## src/rtl/simon_pkg.sv

```systemverilog
// Shared encodings for the Simon game control unit: FSM state codes and
// the mode-LED patterns shown for each game phase.
package simon_pkg;

  // FSM state encoding, kept as fixed codes so the legacy encoding is preserved
  localparam logic [2:0] ST_INIT     = 3'd0;
  localparam logic [2:0] ST_INPUT    = 3'd1;
  localparam logic [2:0] ST_PLAYBACK = 3'd2;
  localparam logic [2:0] ST_REPEAT   = 3'd3;
  localparam logic [2:0] ST_DONE     = 3'd4;

  // Mode LED patterns per phase
  localparam logic [2:0] LED_MODE_INIT     = 3'b000;
  localparam logic [2:0] LED_MODE_INPUT    = 3'b001;
  localparam logic [2:0] LED_MODE_PLAYBACK = 3'b010;
  localparam logic [2:0] LED_MODE_REPEAT   = 3'b100;
  localparam logic [2:0] LED_MODE_DONE     = 3'b111;

endpackage

```

## src/rtl/simon_round_counter.sv

```systemverilog
// Counts completed Simon rounds. full is high when one more completed
// round would reach MEM_DEPTH, i.e. the memory is about to be filled.
// Only instantiated when SIMON_WIN_DETECT_EN is defined.
module simon_round_counter #(
  parameter int unsigned MEM_DEPTH = 64
) (
  input  logic clk,
  input  logic rst_n,
  input  logic clr,
  input  logic inc,
  output logic full
);

  localparam int unsigned W = $clog2(MEM_DEPTH) + 1;

  logic [W-1:0] count;

  // Round count register: clear has priority over increment
  always_ff @(posedge clk or negedge rst_n) begin
    if (!rst_n) begin
      count <= '0;
    end else if (clr) begin
      count <= '0;
    end else if (inc) begin
      count <= count + 1'b1;
    end
  end

  assign full = (count == W'(MEM_DEPTH - 1));

endmodule

```

## src/rtl/simon_control.sv

```systemverilog
// Simon game control unit: game-phase FSM driving the datapath controls
// and mode LEDs. All control outputs are Mealy (state + status inputs).
// Optional win detection is compiled in with `define SIMON_WIN_DETECT_EN.
module simon_control
  import simon_pkg::*;
#(
  parameter int unsigned MEM_DEPTH = 64
) (
  input  logic       clk,
  input  logic       rst_n,
  input  logic       is_legal,
  input  logic       index_lt_count,
  input  logic       input_eq_pattern,
  output logic       w_en,
  output logic       set_level,
  output logic       read_Memory,
  output logic       cnt_count,
  output logic       clr_count,
  output logic       cnt_index,
  output logic       clr_index,
  output logic [2:0] mode_leds,
  output logic       win
);

  logic [2:0] state;
  logic [2:0] state_next;
  logic       round_full;

  // FSM state register; reset lands in INIT so the datapath is re-cleared
  always_ff @(posedge clk or negedge rst_n) begin
    if (!rst_n) begin
      state <= ST_INIT;
    end else begin
      state <= state_next;
    end
  end

  // Next-state and Mealy control output decode
  always_comb begin
    state_next  = state;
    w_en        = 1'b0;
    set_level   = 1'b0;
    read_Memory = 1'b0;
    cnt_count   = 1'b0;
    clr_count   = 1'b0;
    cnt_index   = 1'b0;
    clr_index   = 1'b0;
    mode_leds   = LED_MODE_INIT;
    case (state)
      ST_INIT: begin
        set_level  = 1'b1;
        clr_count  = 1'b1;
        clr_index  = 1'b1;
        state_next = ST_INPUT;
      end
      ST_INPUT: begin
        mode_leds = LED_MODE_INPUT;
        if (is_legal) begin
          w_en       = 1'b1;
          clr_index  = 1'b1;
          state_next = ST_PLAYBACK;
        end
      end
      ST_PLAYBACK: begin
        mode_leds   = LED_MODE_PLAYBACK;
        read_Memory = 1'b1;
        if (index_lt_count) begin
          cnt_index = 1'b1;
        end else begin
          clr_index  = 1'b1;
          state_next = ST_REPEAT;
        end
      end
      ST_REPEAT: begin
        mode_leds = LED_MODE_REPEAT;
        if (!input_eq_pattern) begin
          clr_index  = 1'b1;
          state_next = ST_DONE;
        end else if (index_lt_count) begin
          cnt_index = 1'b1;
        end else if (round_full) begin
          // memory is full: the winning round ends the game instead of growing count
          clr_index  = 1'b1;
          state_next = ST_DONE;
        end else begin
          cnt_count  = 1'b1;
          state_next = ST_INPUT;
        end
      end
      ST_DONE: begin
        mode_leds   = LED_MODE_DONE;
        read_Memory = 1'b1;
        if (index_lt_count) begin
          cnt_index = 1'b1;
        end else begin
          clr_index = 1'b1;
        end
      end
      default: begin
        state_next = ST_INIT;
      end
    endcase
  end

`ifdef SIMON_WIN_DETECT_EN
  logic round_clr;
  logic round_inc;
  logic win_set;

  assign round_clr = (state == ST_INIT);
  assign round_inc = (state == ST_REPEAT) && (state_next == ST_INPUT);
  assign win_set   = (state == ST_REPEAT) && input_eq_pattern &&
                     !index_lt_count && round_full;

  simon_round_counter #(
    .MEM_DEPTH (MEM_DEPTH)
  ) u_round_counter (
    .clk   (clk),
    .rst_n (rst_n),
    .clr   (round_clr),
    .inc   (round_inc),
    .full  (round_full)
  );

  // Win flag: set on the memory-filling round, held until reset
  always_ff @(posedge clk or negedge rst_n) begin
    if (!rst_n) begin
      win <= 1'b0;
    end else if (win_set) begin
      win <= 1'b1;
    end
  end
`else
  assign round_full = 1'b0;
  assign win        = 1'b0;
`endif

endmodule

```

## config.mk

```make
export PLATFORM = sky130hd
export DESIGN_NAME = simon_control
export DESIGN_NICKNAME = d
export VERILOG_FILES = /design/src/rtl/simon_pkg.sv /design/src/rtl/simon_round_counter.sv /design/src/rtl/simon_control.sv
export SDC_FILE = /design/constraint.sdc
export NUM_CORES = 1
export LEC_CHECK = 0
export CORE_AREA = 2 2 39 41
export DETAILED_ROUTE_END_ITERATION = 7
export DIE_AREA = 0 0 41 43
export DONT_BUFFER_PORTS = 1
export PLACE_DENSITY = 0.37
export SLEW_MARGIN = 5
export SYNTH_ARGS = -nofsm -noshare
export SYNTH_HDL_FRONTEND = slang
export SYNTH_SLANG_ARGS = --single-unit
```

## constraint.sdc

```tcl
create_clock -name clk -period 3 [get_ports clk]
set_input_delay 0.6 -clock clk [delete_from_list [all_inputs] [get_ports clk]]
set_output_delay 0.6 -clock clk [all_outputs]
set_load 0.1 [all_outputs]
```

### After elaboration in Yosys (flattened, before gate mapping)

Index checks and enable logic that the tools add are counted.
W data, S select, Z words.

* register bits: 3
* bits of input ports: 5
* output and inout port bits: 11

* equal/unequal tests: 7
* multiplexer cells: 18
* bitwise gates (word level): 1
* reduce and logical (&&, ||, !) cells: 3

Operators by type and width (number)
* $pmux W3 S5: 1
* $mux W3: 4
* $pmux W3 S4: 1
* $mux W1: 10
* $eq A3 B2 Y1 const B: 2
* $ne A2 B2 Y1 const B: 2
* $pmux W1 S4: 1
* $reduce_and A4 Y1: 1
* $eq A3 B1 Y1 const B: 1
* $eq A3 B3 Y1 const B: 1
* $logic_not A3 Y1: 1
* $ne A3 B3 Y1 const B: 1
* $pmux W1 S2: 1
* $reduce_or A2 Y1: 1
* $not A1 Y1: 1

### Depth between registers and ports, before layout

Gate-level depths: netlist (run 1).

* depth in word-level cells: 3
* mapped depth: 4

### Worst setup path after synthesis (run 1)

Ideal clock, no wire load.

* path type: flip-flop to output port
* start point: register state[0]
* end point: output port set_level
* arrival time: 3232 ps
* required time: 2400 ps
* setup slack: -832 ps
* stages on the path, launching flop included: 4
* cell sequence: dfrtp_1 > buf_4 > nor3_1 > buf_4

* cells in the longest elaborated chain, start to end: 2

RTL lines
* from (decl): RTL line simon_control.sv:25 `logic [2:0] state;`
* from (signal assigned): RTL line simon_control.sv:34 `state <= state_next;`
* $logic_not A3 Y1
* $mux W1
* to (decl): RTL line simon_control.sv:15 `output logic set_level,`

Every way passes these cells.

### Worst setup path in the final report (run 1)

* start point: register state[1]
* end point: output port clr_index

* cells in the longest elaborated chain, start to end: 3
* elaborated cells between the ends (all ways): 7

RTL lines
* $eq A3 B3 Y1 / $eq A3 B2 Y1 (equally long branches): RTL line simon_control.sv:49 `case (state)`
* $reduce_or A2 Y1 (no line)
* $pmux W1 S4 *: RTL line simon_control.sv:49
* to (decl): RTL line simon_control.sv:20 `output logic clr_index,`

Every way passes the cells marked *; elsewhere a longest branch is shown, timed or not.

==> flow_metrics.py, run 1 <==
metrics = {
    "run_status": {
        "result_of_the_run": "complete, no violations",
    },
    "worst_setup_path": {
        "r2r_slack_ns": 1.83,
        "critical_path.slowest_cell": "dfrtp_1",
        "start_kind": "flip-flop",
        "critical_path.cell_chain": "nor2b_1 > a31oi_1 > o22ai_2 > buf_4",
        "cpPeakStageDelay_ns": 0.52,
        "crit_fanout": 11,
        "crit_type": "reg -> out",
        "worstRegToRegCells": 3,
        "cp_data_required_time_ns": 2.40,
        "regToRegEndpoint": "state[1]",
        "critical_path.endpoint_type": "primary output",
        "arrival_ns": 1.57,
        "r2r-start": "state[0]",
    },
    "global_routing": {
        "grt_antenna_before_repair": 0,
        "via_count_of_the_first_global_routing_pass": 263,
        "grt_first_pass_wirelength_um": 1100,
        "grt.total_usage_pct": 9.17,
        "overflow": 0,
        "grt_start_max_net_pins": 14,
    },
    "detailed_routing": {
        "drt-pass1-iter-count": 4,
        "drt_drc_violations_left": 0,
        "postRouteAntennaNets": 0,
        "post_drt_via_cell_ratio": 4.44,
        "total_wirelength_of_the_detailed_routed_design_um": 651,
        "first_iter_violations": 3,
        "route.vias.total": 275,
        "wire_per_inst_um": 10.5,
    },
    "die": {
        "floorplan.io_pins": 16,
        "floorplan.core_area_um2": 1380,
        "floorplan.die.height_um": 43,
        "rows": 14,
        "dieArea_um2": 1760,
        "dieWidth_um": 41,
        "start_util_pct": 20.4,
    },
    "yosys": {
        "synthesized_area_per_cell_um2": 7.64,
        "synth_cell_types": 20,
        "synthesis.instances": 37,
        "yosys.area_share.simple_pct": 25.2,
        "synth_ff_type": "dfrtp_1",
        "ys_async_sr_fraction_pct": 100,
        "synth_top_family_by_area": "simple AND/OR/NAND/NOR gates",
        "ffs_latches_synth": 3,
        "synth_compound_area_share_pct": 20.4,
        "synth_edf_count": 0,
        "netlist_area_um2": 283,
        "synth_xor_area_share_pct": 6.19,
        "ys_seq_area_share_pct": 26.5,
        "synth.mux.area_fraction_pct": 0,
        "synthAdderAreaFrac_pct": 3.98,
        "ys.warnings.count": 0,
        "syn_nets": 42,
    },
    "clocking": {
        "cts_resized": 0,
        "clk_pin_slew_worst_paths_ns": 0.04,
        "cts_num_sinks": 3,
        "clock_tree_from_tritoncts": "done",
        "insertion_delay_ns": 0.23,
        "maximum_clock_insertion_buffer_count": 2,
        "cts_htree_levels": 1,
        "clock_tree.root_cell": "clkbuf_4",
        "cts_made_buffers": 3,
        "cts_hold_buffers": 0,
        "post-cts-setup-buffer-count": 0,
    },
    "placement": {
        "post-dp-hpwl_um": 509,
        "routabilityCongestion": 0.662,
        "place.port_buffers": 0,
    },
    "worst_hold_path": {
        "type_of_the_most_critical_hold_path": "in -> async",
    },
    "sta": {
        "final_period_minus_worst_setup_slack_ns": 2.17,
        "final.period_utilization_pct": 72.5,
        "hold-worst-slack_ns": 0.0655,
        "timing.final.setup_violations": 0,
        "rsz0062_at_grt": "false",
        "finClkSkew_ns": 0.000969,
        "max_freq_mhz": 460,
        "hold_viol": 0,
        "timing_max_transition_violations_final": 0,
        "final.setup.tns_ns": 0,
    },
    "cells_and_area": {
        "syn2layout_area_growth_pct": 49.1,
        "antennaDiodeCount": 0,
        "final_net_count": 52,
        "largest_registers": "state x3",
        "final_cell_mix": "buf_4 (9), nor2_2 (4), nand2_1 (4)",
        "final_layout_size_suffix_gt1_share_pct": 50.0,
        "largest_register": "state",
        "fillerInstances": 153,
        "largest_register_ff_count": 3,
        "layout_commonest_cell": "buf_4",
    },
    "flow_run": {
        "drv.max_cap_violation_count": 0,
    },
}
==> cells by family after synthesis <==
logic type	count (synthesis)
AO/OA/AOI/OAI	8
other	1
AND/OR/NAND/NOR	15
flip-flops	3
adder cells (fa/ha/maj)	1
XOR/XNOR	2
buffers and inverters	7
==> final cells by class <==
| type | instances | area (um^2) | area share (%) |
|---|---|---|---|
| Sequential cell | 3 | 75.1 | 17.8 |
| Multi-Input combinational cell | 27 | 198 | 46.9 |
| Tap cell | 16 | 20.0 | 4.75 |
| Inverter | 2 | 7.51 | 1.78 |
| Timing Repair Buffer | 10 | 95.1 | 22.6 |
| Clock buffer | 4 | 26.3 | 6.23 |
==> worst max-delay path: cells and delay by family (launching register included) <==
kind / cells / cell delay (ns)
DFF: 1 / 0.52
buffers and inverters: 1 / 0.31
and+or+nand+nor: 1 / 0.26
AOI/OAI and AO/OA: 2 / 0.24
==> synthesized netlist by cell type, types with 2 or more instances <==
| cell | number | area, um^2 |
|---|---|---|
| buf_4 | 3 | 22.5 |
| a21oi_1 | 2 | 10.0 |
| xnor2_1 | 2 | 17.5 |
| inv_1 | 2 | 7.51 |
| nor2_1 | 5 | 18.8 |
| nand3b_1 | 2 | 15.0 |
| o21ai_1 | 2 | 10.0 |
| nand2_1 | 4 | 15.0 |
| nor3_1 | 2 | 10.0 |
| dfrtp_1 | 3 | 75.1 |
==> worst max path at each step <==
| stage | start | to | slack, ns | depth (start not counted) |
|---|---|---|---|---|
| 2_1_floorplan | state[0] | set_level | 0.14 | 3 |
| 3_3_place_gp | is_legal | clr_index | 1.04 | 4 |
| 3_5_place_dp | is_legal | clr_index | 1.04 | 4 |
| 4_1_cts | state[1] | clr_index | 0.81 | 4 |
| 5_1_grt | state[0] | cnt_count | 0.68 | 3 |
| 6_report | state[1] | clr_index | 0.83 | 4 |
==> stage by stage <==
step / cell area, um^2 / std cells / util (%) / setup slack, ns
5_1_grt: 422 / 62 / 30.5 / 0.682
3_3_place_gp: 395 / 58 / 28.6 / 1.04
6_report: 422 / 62 / 30.5 / 0.826
2_1_floorplan: 293 / 37 / - / 0.141
4_1_cts: 422 / 62 / 30.5 / 0.808
3_5_place_dp: 395 / 58 / 28.6 / 1.04
==> routing by layer <==
layer	vias to the layer above	GRT usage [%]	wire, um
met5	-	0	0
met4	0	6.00	0
met3	0	2.09	56
met2	9	13.1	334
met1	125	11.7	260
li1	141	-	-
Power of run 1 is left out: the tool's default activity adds up to more than one toggle a clock period on the data nets, which glitch-free logic cannot reach.
==> run 2, diff against run 1 <==
--- a/config.mk
+++ b/config.mk
@@ -5,11 +5,12 @@
 export SDC_FILE = /design/constraint.sdc
 export NUM_CORES = 1
 export LEC_CHECK = 0
+export ABC_AREA = 1
 export CORE_AREA = 2 2 39 41
 export DETAILED_ROUTE_END_ITERATION = 7
 export DIE_AREA = 0 0 41 43
 export DONT_BUFFER_PORTS = 1
-export PLACE_DENSITY = 0.37
+export PLACE_DENSITY = 0.4
 export SLEW_MARGIN = 5
 export SYNTH_ARGS = -nofsm -noshare
 export SYNTH_HDL_FRONTEND = slang
==> constraint.sdc (replaced) <==
create_clock -name clk -period 2 [get_ports clk]
set_input_delay 0.4 -clock clk [delete_from_list [all_inputs] [get_ports clk]]
set_output_delay 0.4 -clock clk [all_outputs]
set_load 0.1 [all_outputs]
==> flow_metrics.py, run 2 <==
metrics = {
    "die": {
        "start_util_pct": 21.7,
        "dieArea_um2": 1760,
        "rows": 14,
        "dieWidth_um": 41,
        "floorplan.die.height_um": 43,
        "floorplan.core_area_um2": 1380,
        "floorplan.io_pins": 16,
    },
    "cells_and_area": {
        "multi_input_comb_area_um2": 205,
        "final_cell_mix": "nand2_1 (15), buf_4 (8), inv_1 (6)",
        "final_net_count": 67,
        "fillerInstances": 156,
        "largest_register": "state",
        "layoutNonFillerInstCount": 77,
        "antennaDiodeCount": 0,
        "final_layout_size_suffix_gt1_share_pct": 42.6,
        "largest_registers": "state x3",
        "layout_commonest_cell": "nand2_1",
        "syn2layout_area_growth_pct": 53.8,
        "layout.area.seq_um2": 75.1,
        "largest_register_ff_count": 3,
        "post-route-cell-area_um2": 462,
    },
    "yosys": {
        "netlist_area_um2": 300,
        "synth_cell_types": 16,
        "ys.warnings.count": 0,
        "synthesized_area_per_cell_um2": 6.26,
        "ffs_latches_synth": 3,
        "syn_nets": 53,
        "yosysTopAreaCellShare_pct": 25.0,
        "synth_top_area_cell": "dfrtp_1",
        "ys_async_sr_fraction_pct": 100,
        "yosys-top-cells-area": "dfrtp_1 (25%), nand2_1 (19%), nand3_2 (10%)",
        "ys_seq_area_share_pct": 25.0,
        "synthesis.instances": 48,
        "synth_edf_count": 0,
        "synth_ff_type": "dfrtp_1",
        "synth.cells.most_frequent": "nand2_1 (15), inv_1 (6), nor2_1 (4)",
        "synth_most_common_cell": "nand2_1",
    },
    "detailed_routing": {
        "drt-pass1-iter-count": 4,
        "post_drt_via_cell_ratio": 4.31,
        "postRouteAntennaNets": 0,
        "first_iter_violations": 11,
        "wire_per_inst_um": 9.87,
        "route.vias.total": 332,
        "total_wirelength_of_the_detailed_routed_design_um": 760,
        "drt_drc_violations_left": 0,
    },
    "sta": {
        "timing_max_transition_violations_final": 0,
        "final_period_minus_worst_setup_slack_ns": 1.88,
        "hold_viol": 0,
        "hold-worst-slack_ns": 0.366,
        "final.period_utilization_pct": 94.0,
        "timing.final.setup_violations": 0,
        "max_freq_mhz": 532,
        "finClkSkew_ns": 0.00104,
        "setup_ws_ns": 0.120,
    },
    "global_routing": {
        "grt_antenna_before_repair": 0,
        "via_count_of_the_first_global_routing_pass": 331,
        "grt_first_pass_wirelength_um": 1310,
        "grt.total_usage_pct": 11.3,
        "overflow": 0,
        "grt_start_max_net_pins": 9,
    },
    "placement": {
        "placed_cells_incl_taps": 72,
        "place.port_buffers": 0,
        "dpl_worst_slack_ns": 0.327,
        "routabilityCongestion": 0.764,
        "post_dp_cell_area_um2": 422,
        "post-dp-hpwl_um": 618,
    },
    "worst_hold_path": {
        "min_path_cells": 2,
        "holdPathEnd": "state[1]",
        "worstHoldStart": "index_lt_count",
        "type_of_the_most_critical_hold_path": "in -> reg",
    },
    "clocking": {
        "maximum_clock_insertion_buffer_count": 2,
        "post-cts-setup-buffer-count": 0,
        "clock_tree.root_cell": "clkbuf_4",
        "cts_htree_levels": 1,
        "clk_pin_slew_worst_paths_ns": 0.04,
        "insertion_delay_ns": 0.24,
        "cts_num_sinks": 3,
        "clock_tree_from_tritoncts": "done",
        "cts_made_buffers": 3,
    },
    "worst_setup_path": {
        "crit_type": "reg -> out",
        "start_kind": "flip-flop",
        "worstRegToRegCells": 4,
        "cp_data_required_time_ns": 1.60,
        "r2r_slack_ns": 0.66,
        "arrival_ns": 1.48,
        "regToRegEndpoint": "state[0]",
        "crit_fanout": 5,
        "critical_path.endpoint_type": "primary output",
        "r2r-start": "state[0]",
    },
    "flow_run": {
        "drv.max_cap_violation_count": 0,
    },
    "run_status": {
        "result_of_the_run": "complete, no violations",
    },
}
[run 2: final cells by class]
cell class                 instances  area share (%)
timing repair buffer              11            22.0
clock buffer                       4            5.69
inverter                           9            7.32
tap                               16            4.34
sequential                         3            16.3
multi-input combinational         34            44.4
[run 2: logic make-up after synthesis]
| kind of cell | after synthesis | synth area share [%] |
|---|---|---|
| AND/OR/NAND/NOR | 29 | 50.0 |
| other | 1 | 1.25 |
| buffers and inverters | 11 | 16.2 |
| flip-flops | 3 | 25.0 |
| AO/OA/AOI/OAI | 4 | 7.50 |
[run 2: how the worst max path moves through the flow]
stage              from        end  slack [ns]  cells after the start
2_1_floorplan  state[0]  clr_index       -0.28                      3
3_3_place_gp   state[2]  cnt_index        0.33                      6
3_5_place_dp   state[2]  cnt_index        0.33                      6
4_1_cts        state[2]  cnt_index        0.07                      6
5_1_grt        state[2]  cnt_index      -0.004                      6
6_report       state[2]  cnt_index        0.12                      6
[run 2: per-layer routing]
metal | wire (um) | vias to the layer above | track usage [%]
li1 | - | 173 | -
met2 | 367 | 14 | 14.7
met1 | 304 | 143 | 14.7
met3 | 65 | 2 | 2.62
met5 | 0 | - | 0
met4 | 22 | 0 | 10.0
[run 2: critical path, cell delays in order (launching register included)]
cell and delay (ns):
dfrtp_1 0.45, inv_2 0.12, nand2_1 0.06, a21oi_1 0.16, nand2_1 0.12, o21ai_2 0.08
buf_6 0.24
[run 2: through the flow]
stage | setup TNS [ns] | utilization [%]
floorplan | -0.422 | -
global placement | 0 | 30.5
detailed placement | 0 | 30.5
CTS | 0 | 33.1
global route | -0.00397 | 33.4
finish | 0 | 33.4
[run 2: timing repair]
| item | CTS | global route |
|---|---|---|
| gates resized for setup | 0 | 1 |
| endpoints found under the setup margin | 0 | 1 |
| hold buffers | 1 | 0 |
| endpoints found under the hold margin | 3 | 0 |
Power of run 2 is left out for the same reason.
==> run 3, diff against run 2 <==
==> constraint.sdc (replaced) <==
create_clock -name clk -period 2 [get_ports clk]
set_input_delay 0.2 -clock clk [delete_from_list [all_inputs] [get_ports clk]]
set_output_delay 0.2 -clock clk [all_outputs]
set_load 0.1 [all_outputs]
==> flow_metrics.py, run 3 (synthesis results as in run 2) <==
metrics = {
    "run_status": {
        "result_of_the_run": "complete, no violations",
    },
    "cells_and_area": {
        "syn2layout_area_growth_pct": 52.5,
        "largest_registers": "state x3",
        "antennaDiodeCount": 0,
        "final_layout_size_suffix_gt1_share_pct": 42.6,
        "largest_register": "state",
        "largest_register_ff_count": 3,
        "layoutNonFillerInstCount": 77,
        "final_cell_mix": "nand2_1 (15), buf_4 (9), inv_1 (6)",
        "post-route-cell-area_um2": 458,
        "layout_commonest_cell": "nand2_1",
        "final_net_count": 67,
        "fillerInstances": 155,
        "final_core_utilization_pct": 33.1,
    },
    "clocking": {
        "cts_htree_levels": 1,
        "cts_resized": 0,
        "maximum_clock_insertion_buffer_count": 2,
        "clock_tree_from_tritoncts": "done",
        "clk_pin_slew_worst_paths_ns": 0.03,
        "cts_num_sinks": 3,
        "cts_made_buffers": 3,
        "insertion_delay_ns": 0.22,
        "clock_tree.root_cell": "clkbuf_4",
    },
    "worst_setup_path": {
        "worstPathBufferInverterCount": 2,
        "cpPeakStageDelay_ns": 0.46,
        "r2r-start": "state[0]",
        "crit_cells": 6,
        "worstRegToRegCells": 4,
        "crit_type": "reg -> out",
        "cpMostUsedCell": "nand2_1",
        "critical_path.cell_chain": "inv_2 > nand2_1 > a21oi_1 > nand2_1 > o21ai_2 > buf_4",
        "critical_path.slowest_cell": "dfrtp_1",
        "cp_data_required_time_ns": 1.80,
        "crit_fanout": 5,
        "path_delay_family": "flip-flops",
        "start_kind": "flip-flop",
        "crit_start": "state[2]",
        "critical_path.endpoint_type": "primary output",
        "arrival_ns": 1.49,
    },
    "detailed_routing": {
        "first_iter_violations": 6,
        "drt-pass1-iter-count": 3,
        "wire_per_inst_um": 9.64,
        "drt_drc_violations_left": 0,
        "post_drt_via_cell_ratio": 4.25,
        "postRouteAntennaNets": 0,
        "route.vias.total": 327,
        "total_wirelength_of_the_detailed_routed_design_um": 742,
    },
    "sta": {
        "finClkSkew_ns": 0.000394,
        "hold_viol": 0,
        "rsz0062_at_grt": "false",
        "timing.final.setup_violations": 0,
        "max_freq_mhz": 591,
        "setup_ws_ns": 0.308,
        "final_period_minus_worst_setup_slack_ns": 1.69,
        "final.period_utilization_pct": 84.6,
        "timing_max_transition_violations_final": 0,
    },
    "die": {
        "floorplan.io_pins": 16,
        "dieWidth_um": 41,
        "dieArea_um2": 1760,
        "rows": 14,
        "start_util_pct": 21.7,
        "floorplan.core_area_um2": 1380,
        "floorplan.die.height_um": 43,
    },
    "worst_hold_path": {
        "min_path_cells": 2,
        "worstHoldStart": "index_lt_count",
        "type_of_the_most_critical_hold_path": "in -> reg",
    },
    "placement": {
        "post-dp-hpwl_um": 619,
        "post_dp_cell_area_um2": 422,
        "place.port_buffers": 0,
        "routabilityCongestion": 0.780,
        "dpl_worst_slack_ns": 0.547,
        "placed_cells_incl_taps": 72,
    },
    "global_routing": {
        "grt_first_pass_wirelength_um": 1260,
        "grt_start_max_net_pins": 9,
        "overflow": 0,
        "grt.total_usage_pct": 10.3,
        "via_count_of_the_first_global_routing_pass": 305,
        "grt_antenna_before_repair": 0,
    },
    "flow_run": {
        "drv.max_cap_violation_count": 0,
    },
}
==> run 3: cell counts in the layout (fill, tap and decap cells not counted) <==
No cell type changed its count.
==> run 3: stage by stage <==
step / TNS [ns] / hold WS (ns)
3_5_place_dp: 0 / -0.0955
6_report: 0 / 0.179
2_1_floorplan: -0.0767 / -0.0956
3_3_place_gp: 0 / -0.0955
5_1_grt: 0 / 0.200
4_1_cts: 0 / 0.179
==> run 3: repair_timing <==
item | 4_1_cts | 5_1_grt
buffers inserted | 0 | 0
hold endpoints to repair | 3 | 0
hold buffers | 1 | 0
==> run 3: worst reg2reg max path, delay by kind of cell, from the launching register on <==
kind	cells	cell delay, ns
compound gates	1	0.09
buf+inv	1	0.13
simple gates	2	0.31
flops	1	0.45
==> run 3: per-layer routing <==
metal	GRT usage, %	share of wire, %
met1	12.3	43
met2	16.9	52
met3	2.09	5.1
met4	4.00	0
met5	0	0
==> run 3: worst paths after layout <==
path,endpoint,slack (ns)
worst min register to register,state[2],0.78
max in group asynchronous,state[2],1.63
worst min-delay path,state[1],0.18
min in group asynchronous,state[1],0.23
worst max-delay path,cnt_index,0.31
worst max register to register,state[0],0.91
==> run 3: layout make-up <==
type                       count  area [um^2]  area share (%)
clock buffer                   4         26.3            5.74
inverter                       9         33.8            7.38
multi-input combinational     34          205            44.8
sequential                     3         75.1            16.4
tap                           16         20.0            4.37
timing repair buffer          11         97.6            21.3
Power of run 3 is left out for the same reason.
